==> src/rtl/bus_master_arbiter.sv <==
// One-hot bus arbiter with tenure watchdog and per-master ban until the request drops.
// Define BUS_ARBITER_ROUND_ROBIN_EN for round-robin selection; the default is lowest-index-first.
module bus_master_arbiter #(
  parameter int unsigned width        = 4,
  parameter int unsigned timeout      = 256,
  parameter int unsigned counterWidth = 8
) (
  input  logic             clk,
  input  logic             reset_n,
  input  logic [width-1:0] request,
  output logic [width-1:0] grant,
  output logic             busy,
  output logic             timedOut
);

  typedef enum logic {
    IDLE,
    BUSY
  } state_t;

  localparam logic [counterWidth-1:0] last_count = counterWidth'(timeout - 1);

  state_t                  state;
  logic [counterWidth-1:0] counter;
  logic [counterWidth-1:0] counter_next;
  logic [width-1:0]        banned;
  logic [width-1:0]        banned_next;
  logic [width-1:0]        grant_next;
  logic [width-1:0]        eligible;
  logic [width-1:0]        selection;
  logic                    timed_next;
  logic                    take;

  // The owner is never a candidate, so a watchdog revocation cannot re-grant it.
  assign eligible = request & ~banned & ~grant;

`ifdef BUS_ARBITER_ROUND_ROBIN_EN
  localparam int unsigned pw = (width > 1) ? $clog2(width) : 1;

  logic [pw-1:0] pointer;
  logic [pw-1:0] pointer_next;
  logic [pw-1:0] sel_index;

  // Each candidate's distance from pointer+1 (mod width); the nearest wins.
  always_comb begin
    int unsigned best;
    int unsigned dist;
    selection = '0;
    sel_index = pointer;
    best      = width;
    dist      = 0;
    for (int unsigned i = 0; i < width; i++) begin
      dist = i + width - 1 - int'(pointer);
      if (dist >= width) dist = dist - width;
      if (eligible[i] && (dist < best)) begin
        best         = dist;
        selection    = '0;
        selection[i] = 1'b1;
        sel_index    = pw'(i);
      end
    end
  end

  always_comb begin
    pointer_next = pointer;
    if (take && (selection != '0)) pointer_next = sel_index;
  end

  always_ff @(posedge clk or negedge reset_n) begin
    if (!reset_n) pointer <= pw'(width - 1);
    else          pointer <= pointer_next;
  end
`else
  assign selection = eligible & (~eligible + width'(1));
`endif

  always_comb begin
    state = (grant == '0) ? IDLE : BUSY;
  end

  always_comb begin
    grant_next   = grant;
    counter_next = counter;
    banned_next  = banned & request;
    timed_next   = 1'b0;
    take         = 1'b0;
    unique case (state)
      IDLE: begin
        if (eligible != '0) begin
          take         = 1'b1;
          counter_next = '0;
        end
      end
      BUSY: begin
        if ((request & grant) == '0) begin
          take         = 1'b1;
          counter_next = '0;
        end else if (counter == last_count) begin
          banned_next  = banned_next | grant;
          timed_next   = 1'b1;
          take         = 1'b1;
          counter_next = '0;
        end else begin
          counter_next = counter + counterWidth'(1);
        end
      end
    endcase
    if (take) grant_next = selection;
  end

  always_ff @(posedge clk or negedge reset_n) begin
    if (!reset_n) begin
      grant    <= '0;
      busy     <= 1'b0;
      timedOut <= 1'b0;
      counter  <= '0;
      banned   <= '0;
    end else begin
      grant    <= grant_next;
      busy     <= |grant_next;
      timedOut <= timed_next;
      counter  <= counter_next;
      banned   <= banned_next;
    end
  end

endmodule

==> config.mk <==
export PLATFORM = sky130hd
export DESIGN_NAME = bus_master_arbiter
export DESIGN_NICKNAME = d
export VERILOG_FILES = /design/src/rtl/bus_master_arbiter.sv
export SDC_FILE = /design/constraint.sdc
export NUM_CORES = 1
export LEC_CHECK = 0
export CAP_MARGIN = 30
export CORE_UTILIZATION = 52
export DETAILED_ROUTE_END_ITERATION = 16
export GPL_ROUTABILITY_DRIVEN = 0
export HOLD_SLACK_MARGIN = 0.02
export PLACE_DENSITY_LB_ADDON = 0.15
export SETUP_SLACK_MARGIN = 0.02
export SYNTH_ARGS = -nofsm -noshare
export SYNTH_HDL_FRONTEND = slang
export SYNTH_SLANG_ARGS = --single-unit
==> constraint.sdc <==
create_clock -name clk -period 2.1 [get_ports clk]
set_clock_uncertainty 0.15 [all_clocks]
set_input_delay 0.42 -clock clk [delete_from_list [all_inputs] [get_ports clk]]
set_output_delay 0.42 -clock clk [all_outputs]
set_load 0.05 [all_outputs]
# ---- Word level (Yosys, flattened, before mapping)
# Index checks and enable logic that the tools add are counted.
dict set report op_classes {
  n_eq_ne 2
  n_bitwise 9
  n_addsub 2
  reduce_logical 4
  muxes 15
}
# op n
set ops {}
lappend ops {{2-to-1 mux 8 bit} 3}
lappend ops {{AND 4 bit} 5}
lappend ops {{2-to-1 mux 4 bit} 4}
lappend ops {{case mux 8 bit (2 select lines)} 1}
lappend ops {{inverter 4 bit} 3}
lappend ops {{adder 8 x 1 -> 8 bit (second input constant)} 1}
lappend ops {{== test 8 bit (second input constant)} 1}
lappend ops {{logical NOT 4 bit} 2}
lappend ops {{2-to-1 mux 1 bit} 6}
lappend ops {{adder 4 x 1 -> 4 bit (second input constant)} 1}
lappend ops {{OR 4 bit} 1}
lappend ops {{nonzero test 4 bit} 1}
lappend ops {{OR reduction 4 bit} 1}
lappend ops {{inequality test 2 x 1 -> 1 bit (second input constant)} 1}
lappend ops {{case mux 1 bit (2 select lines)} 1}
dict set report totals {
  output_inout_bits 6
  ff_bits 18
}

# ---- Longest topological paths before layout
# Gate-level depths: netlist of run 1.
dict set report logic_depth {
  depth_word 8
  ltp_mapped 6
  depth_no_buf 5
}

# ---- Worst setup path after synthesis of run 1
# Ideal clock, no wire load.
dict set report synth_path {
  kind {reg-to-reg}
  start {register grant[0]}
  end {register grant[0]}
  path_buffers 0
  arrival_time_ns 1.909
  setup_ns 0.128
  stages_incl_launch_ff 5
  t_required_ns 1.822
  setup_slack_ns -0.086
  cell_sequence {dfrtp_1 -> or4_4 -> a221oi_4 -> a22oi_2 -> mux2_1}
}
dict set report synth_via {
  elab_chain_cells 6
  elab_cells_between_ends 14
  cone_classes {add/sub: 1; mux: 5; bitwise: 5; reduce/logical: 3}
}
# element line_no
set synth_lines {}
lappend synth_lines {{from (decl)} 11} ;# output logic [width-1:0] grant,
lappend synth_lines {{from (signal assigned)} 119} ;# grant <= grant_next;
lappend synth_lines {{inverter 4 bit} 35} ;# assign eligible = request & ~banned & ~grant;
lappend synth_lines {{AND 4 bit} 35}
lappend synth_lines {{inverter 4 bit or nonzero test 4 bit (tied branches)} {74, 89}}
lappend synth_lines {{adder 4 x 1 -> 4 bit or 2-to-1 mux 1 bit (tied branches)} {74, 89}}
lappend synth_lines {{AND 4 bit or case mux 1 bit (2 select lines) (tied branches)} {74, 87}}
lappend synth_lines {{2-to-1 mux 4 bit (*)} 108} ;# if (take) grant_next = selection;
lappend synth_lines {{named net grant_next[0]} 28} ;# logic [width-1:0] grant_next;
# Mark *: on every way through the listed nets, which the timed path passes. The rest lies on a longest branch.
# A chain may end at the register's enable or synchronous reset.

# ---- Worst setup path in the final report of run 1
dict set report layout_path {
  start {register timedOut}
  end {output port timedOut}
}
# element line_no
set layout_lines {}
lappend layout_lines {{from (decl)} 13} ;# output logic timedOut
lappend layout_lines {{from (signal assigned)} 121} ;# timedOut <= timed_next;
# No word-level cell between the ends.

==> results.py, run 1 <==
metrics = {
    "final_layout": {
        "final_area_um2": 1160,
        "area_growth_pct": 27.3,
        "final_cells": 129,
        "final_nets": 121,
        "num-fill-cells": 116,
        "n_antenna_cell": 0,
        "drive_gt1_frac": 0.257,
    },
    "synthesis": {
        "yosys_warnings": 0,
        "ys_types": 30,
        "syn_avg_cell_area_um2": 10.5,
        "synthDominantCellAreaShare": 0.495,
        "ys_seq_elements": 18,
        "syn_nets": 94,
        "yosys.area.top_type": "dfrtp_1",
        "synth_area_leaders": "dfrtp_1 49%, a31oi_1 4.8%, nand2_1 4.1%",
        "syn_area_um2": 911,
        "synth_seq_area_share": 0.495,
        "syn_inst": 87,
    },
    "setup_path": {
        "r2r_setup_slack_ps": 80,
        "rr_endpoint": "counter[3]",
        "cp-start-kind": "register",
        "reg2reg_from": "grant[2]",
        "crit_arrival_ps": 1470,
        "critPathKind": "register to output pin",
        "cp-end-kind": "output pin",
        "reg2reg_depth": 5,
        "slowest_stage": "clkdlybuf4s50_1",
        "path_cells": "clkdlybuf4s50_1",
        "crit_family": "buffers and inverters",
        "critical_path.max_stage_delay_ps": 800,
        "crit_path_max_fanout": 1,
        "required_ps": 1530,
        "crit_buf_inv": 1,
    },
    "global_routing": {
        "grt_max_degree": 19,
        "grt_pass1_wl_um": 3550,
        "grt_pass1_vias": 810,
        "grt-ovfl-total": 0,
        "antenna_found_initial": 0,
        "track_usage": 0.258,
    },
    "placed_design": {
        "dpl.cell_count": 125,
        "io_buffer_count": 11,
        "dpl.hpwl_um": 1540,
        "place_area_um2": 1120,
        "dp_slack_ps": -111,
    },
    "clock_network": {
        "hold_buffers": 0,
        "cts_setup_buffers": 0,
        "clockBufferDepth": 2,
        "htreeDepth": 1,
        "cts_buffers": 3,
        "cts_tree": "yes",
        "insertion_delay_ps": 310,
        "cts_resized": 0,
        "root_buffer": "clkbuf_4",
        "cts_sinks": 18,
        "path_clk_slew_ps": 110,
    },
    "power_and_ir_drop": {
        "comb_power_share": 0.494,
        "power.density_nw_per_um2": 1190,
        "pwr-share-clk": 0.159,
        "sw_frac_of_total": 0.417,
        "p_sw_uw": 574,
        "ir_drop_mv": 0.987,
        "p_leak_nw": 0.538,
        "pwr-share-seq": 0.347,
        "p_int_uw": 804,
    },
    "sta": {
        "max-slew-margin-rel": 0.666,
        "finalMaxSlewViolations": 0,
        "finalSetupTns_ps": 0,
        "post-route-min-period_ps": 2040,
        "tightestPinTransition_ps": 500,
        "hold_viol": 0,
        "fin_crit_sh": 0.969,
        "finalSetupViolCount": 0,
        "max_freq_mhz": 491,
        "setup_slack_ps": 65.0,
        "rsz0062_at_grt": "false",
    },
    "die": {
        "num_io_pins": 12,
        "std_cell_rows": 14,
        "fp.dieH_um": 43.9,
        "die_width_um": 43.9,
        "fp.dieArea_um2": 1920,
        "coreArea_um2": 1580,
        "start_util": 0.578,
    },
    "flow_run": {
        "drv_cap": 0,
    },
    "drt": {
        "drtIter0Drc": 33,
        "vias": 790,
        "ant_nets": 0,
        "wl_per_cell_um": 15.9,
        "vias_per_cell": 6.12,
        "wl_um": 2060,
        "drc_errors": 2,
        "drt_first_pass_iters": 12,
    },
    "status": {
        "violations": "design-rule violations",
        "outcome": "finished, violations left",
    },
    "worst_hold_path": {
        "hp-class": "input pin to async pin",
    },
}
cells in the final DEF (no fill, tap or decap), drive strengths merged:
| cell | count |
|---|---|
| a22o | 4 |
| nor3b | 1 |
| nand3b | 1 |
| o21ai | 1 |
| nand4 | 2 |
| nor3 | 1 |
| clkbuf | 4 |
| o211ai | 1 |
| inv | 5 |
| and3b | 1 |
| a31oi | 7 |
| or4 | 1 |
| nand2 | 10 |
| a22oi | 3 |
| mux2i | 3 |
| mux2 | 2 |
| and2 | 2 |
| a32o | 1 |
| buf | 17 |
| a21oi | 7 |
| clkdlybuf4s50 | 7 |
| and3 | 3 |
| a221oi | 1 |
| nor2 | 2 |
| o41ai | 1 |
| nand3 | 6 |
| dfrtp | 18 |
| ha | 1 |
registers in the layout, summed over array words and instances (netlist names):
name      flops
timedOut      1
banned        4
grant         4
busy          1
counter       8
cell type report:
cell class | instances | area [um^2] | share of cell area
repair buffers | 24 | 198 | 0.170
inverters | 5 | 18.8 | 0.0162
multi-input cells | 62 | 433 | 0.373
clock buffers | 4 | 36.3 | 0.0313
well taps | 16 | 20.0 | 0.0173
flip-flops and latches | 18 | 454 | 0.392
power by group through the flow:
stage / sequential (mW) / clock [mW] / combinational (mW)
after floorplan: 0.600 / 0 / 0.309
after detailed placement: 0.484 / 0 / 0.675
after global routing: 0.491 / 0.238 / 0.728
after global placement: 0.482 / 0 / 0.659
after CTS: 0.478 / 0.228 / 0.678
final: 0.478 / 0.220 / 0.680
metal layers:
layer  global-route usage  up-vias  wire length, um
met5                    0        -                0
met4                0.133        0               53
met3               0.0500        7               90
met2                0.421       29              951
met1                0.325      374              960
li1                     -      380                -
kinds of logic (layout without fill, tap and decap cells):
family	count (synthesis)	after routing	synth area share
AND/OR/NAND/NOR	30	30	0.181
AO/OA/AOI/OAI	26	26	0.223
adder cells (fa/ha/maj)	1	1	0.0137
multiplexers	5	5	0.0577
buffers and inverters	7	33	0.0302
flip-flops	18	18	0.495
cell usage after synthesis, drive strengths merged:
cell type	instances
a22oi	3
a31oi	7
nand2	10
nor3	1
nor2	2
nand3b	1
o21ai	1
ha	1
mux2i	3
buf	1
o41ai	1
and3b	1
a221oi	1
clkbuf	1
or4	1
nor3b	1
inv	5
mux2	2
o211ai	1
nand3	6
and3	3
nand4	2
dfrtp	18
a21oi	7
and2	2
a22o	4
a32o	1
through the flow:
| step | total power, mW | utilization | hold WS [ps] |
|---|---|---|---|
| global placement | 1.14 | 0.713 | 345 |
| global route | 1.46 | 0.736 | 297 |
| detailed placement | 1.16 | 0.713 | 349 |
| finish | 1.38 | 0.736 | 267 |
| CTS | 1.38 | 0.736 | 269 |
| floorplan | 0.909 | - | -25.6 |
worst max-delay path by stage:
| stage | start | end | depth (start not counted) |
|---|---|---|---|
| CTS | timedOut | timedOut | 1 |
| finish | timedOut | timedOut | 1 |
| floorplan | grant[2] | grant[0] | 4 |
| detailed placement | request[0] | grant[1] | 5 |
| global route | timedOut | timedOut | 1 |
| global placement | request[0] | grant[0] | 5 |
(Power assumes the default switching activity.)
==> run 2, diff against run 1 <==
--- a/config.mk
+++ b/config.mk
@@ -12,6 +12,8 @@
 export HOLD_SLACK_MARGIN = 0.02
 export PLACE_DENSITY_LB_ADDON = 0.15
 export SETUP_SLACK_MARGIN = 0.02
+export SLEW_MARGIN = 20
 export SYNTH_ARGS = -nofsm -noshare
 export SYNTH_HDL_FRONTEND = slang
 export SYNTH_SLANG_ARGS = --single-unit
+export TNS_END_PERCENT = 50
==> results of run 2 <==
Same layout as run 1: the final DEF is identical, and so are final timing and power.
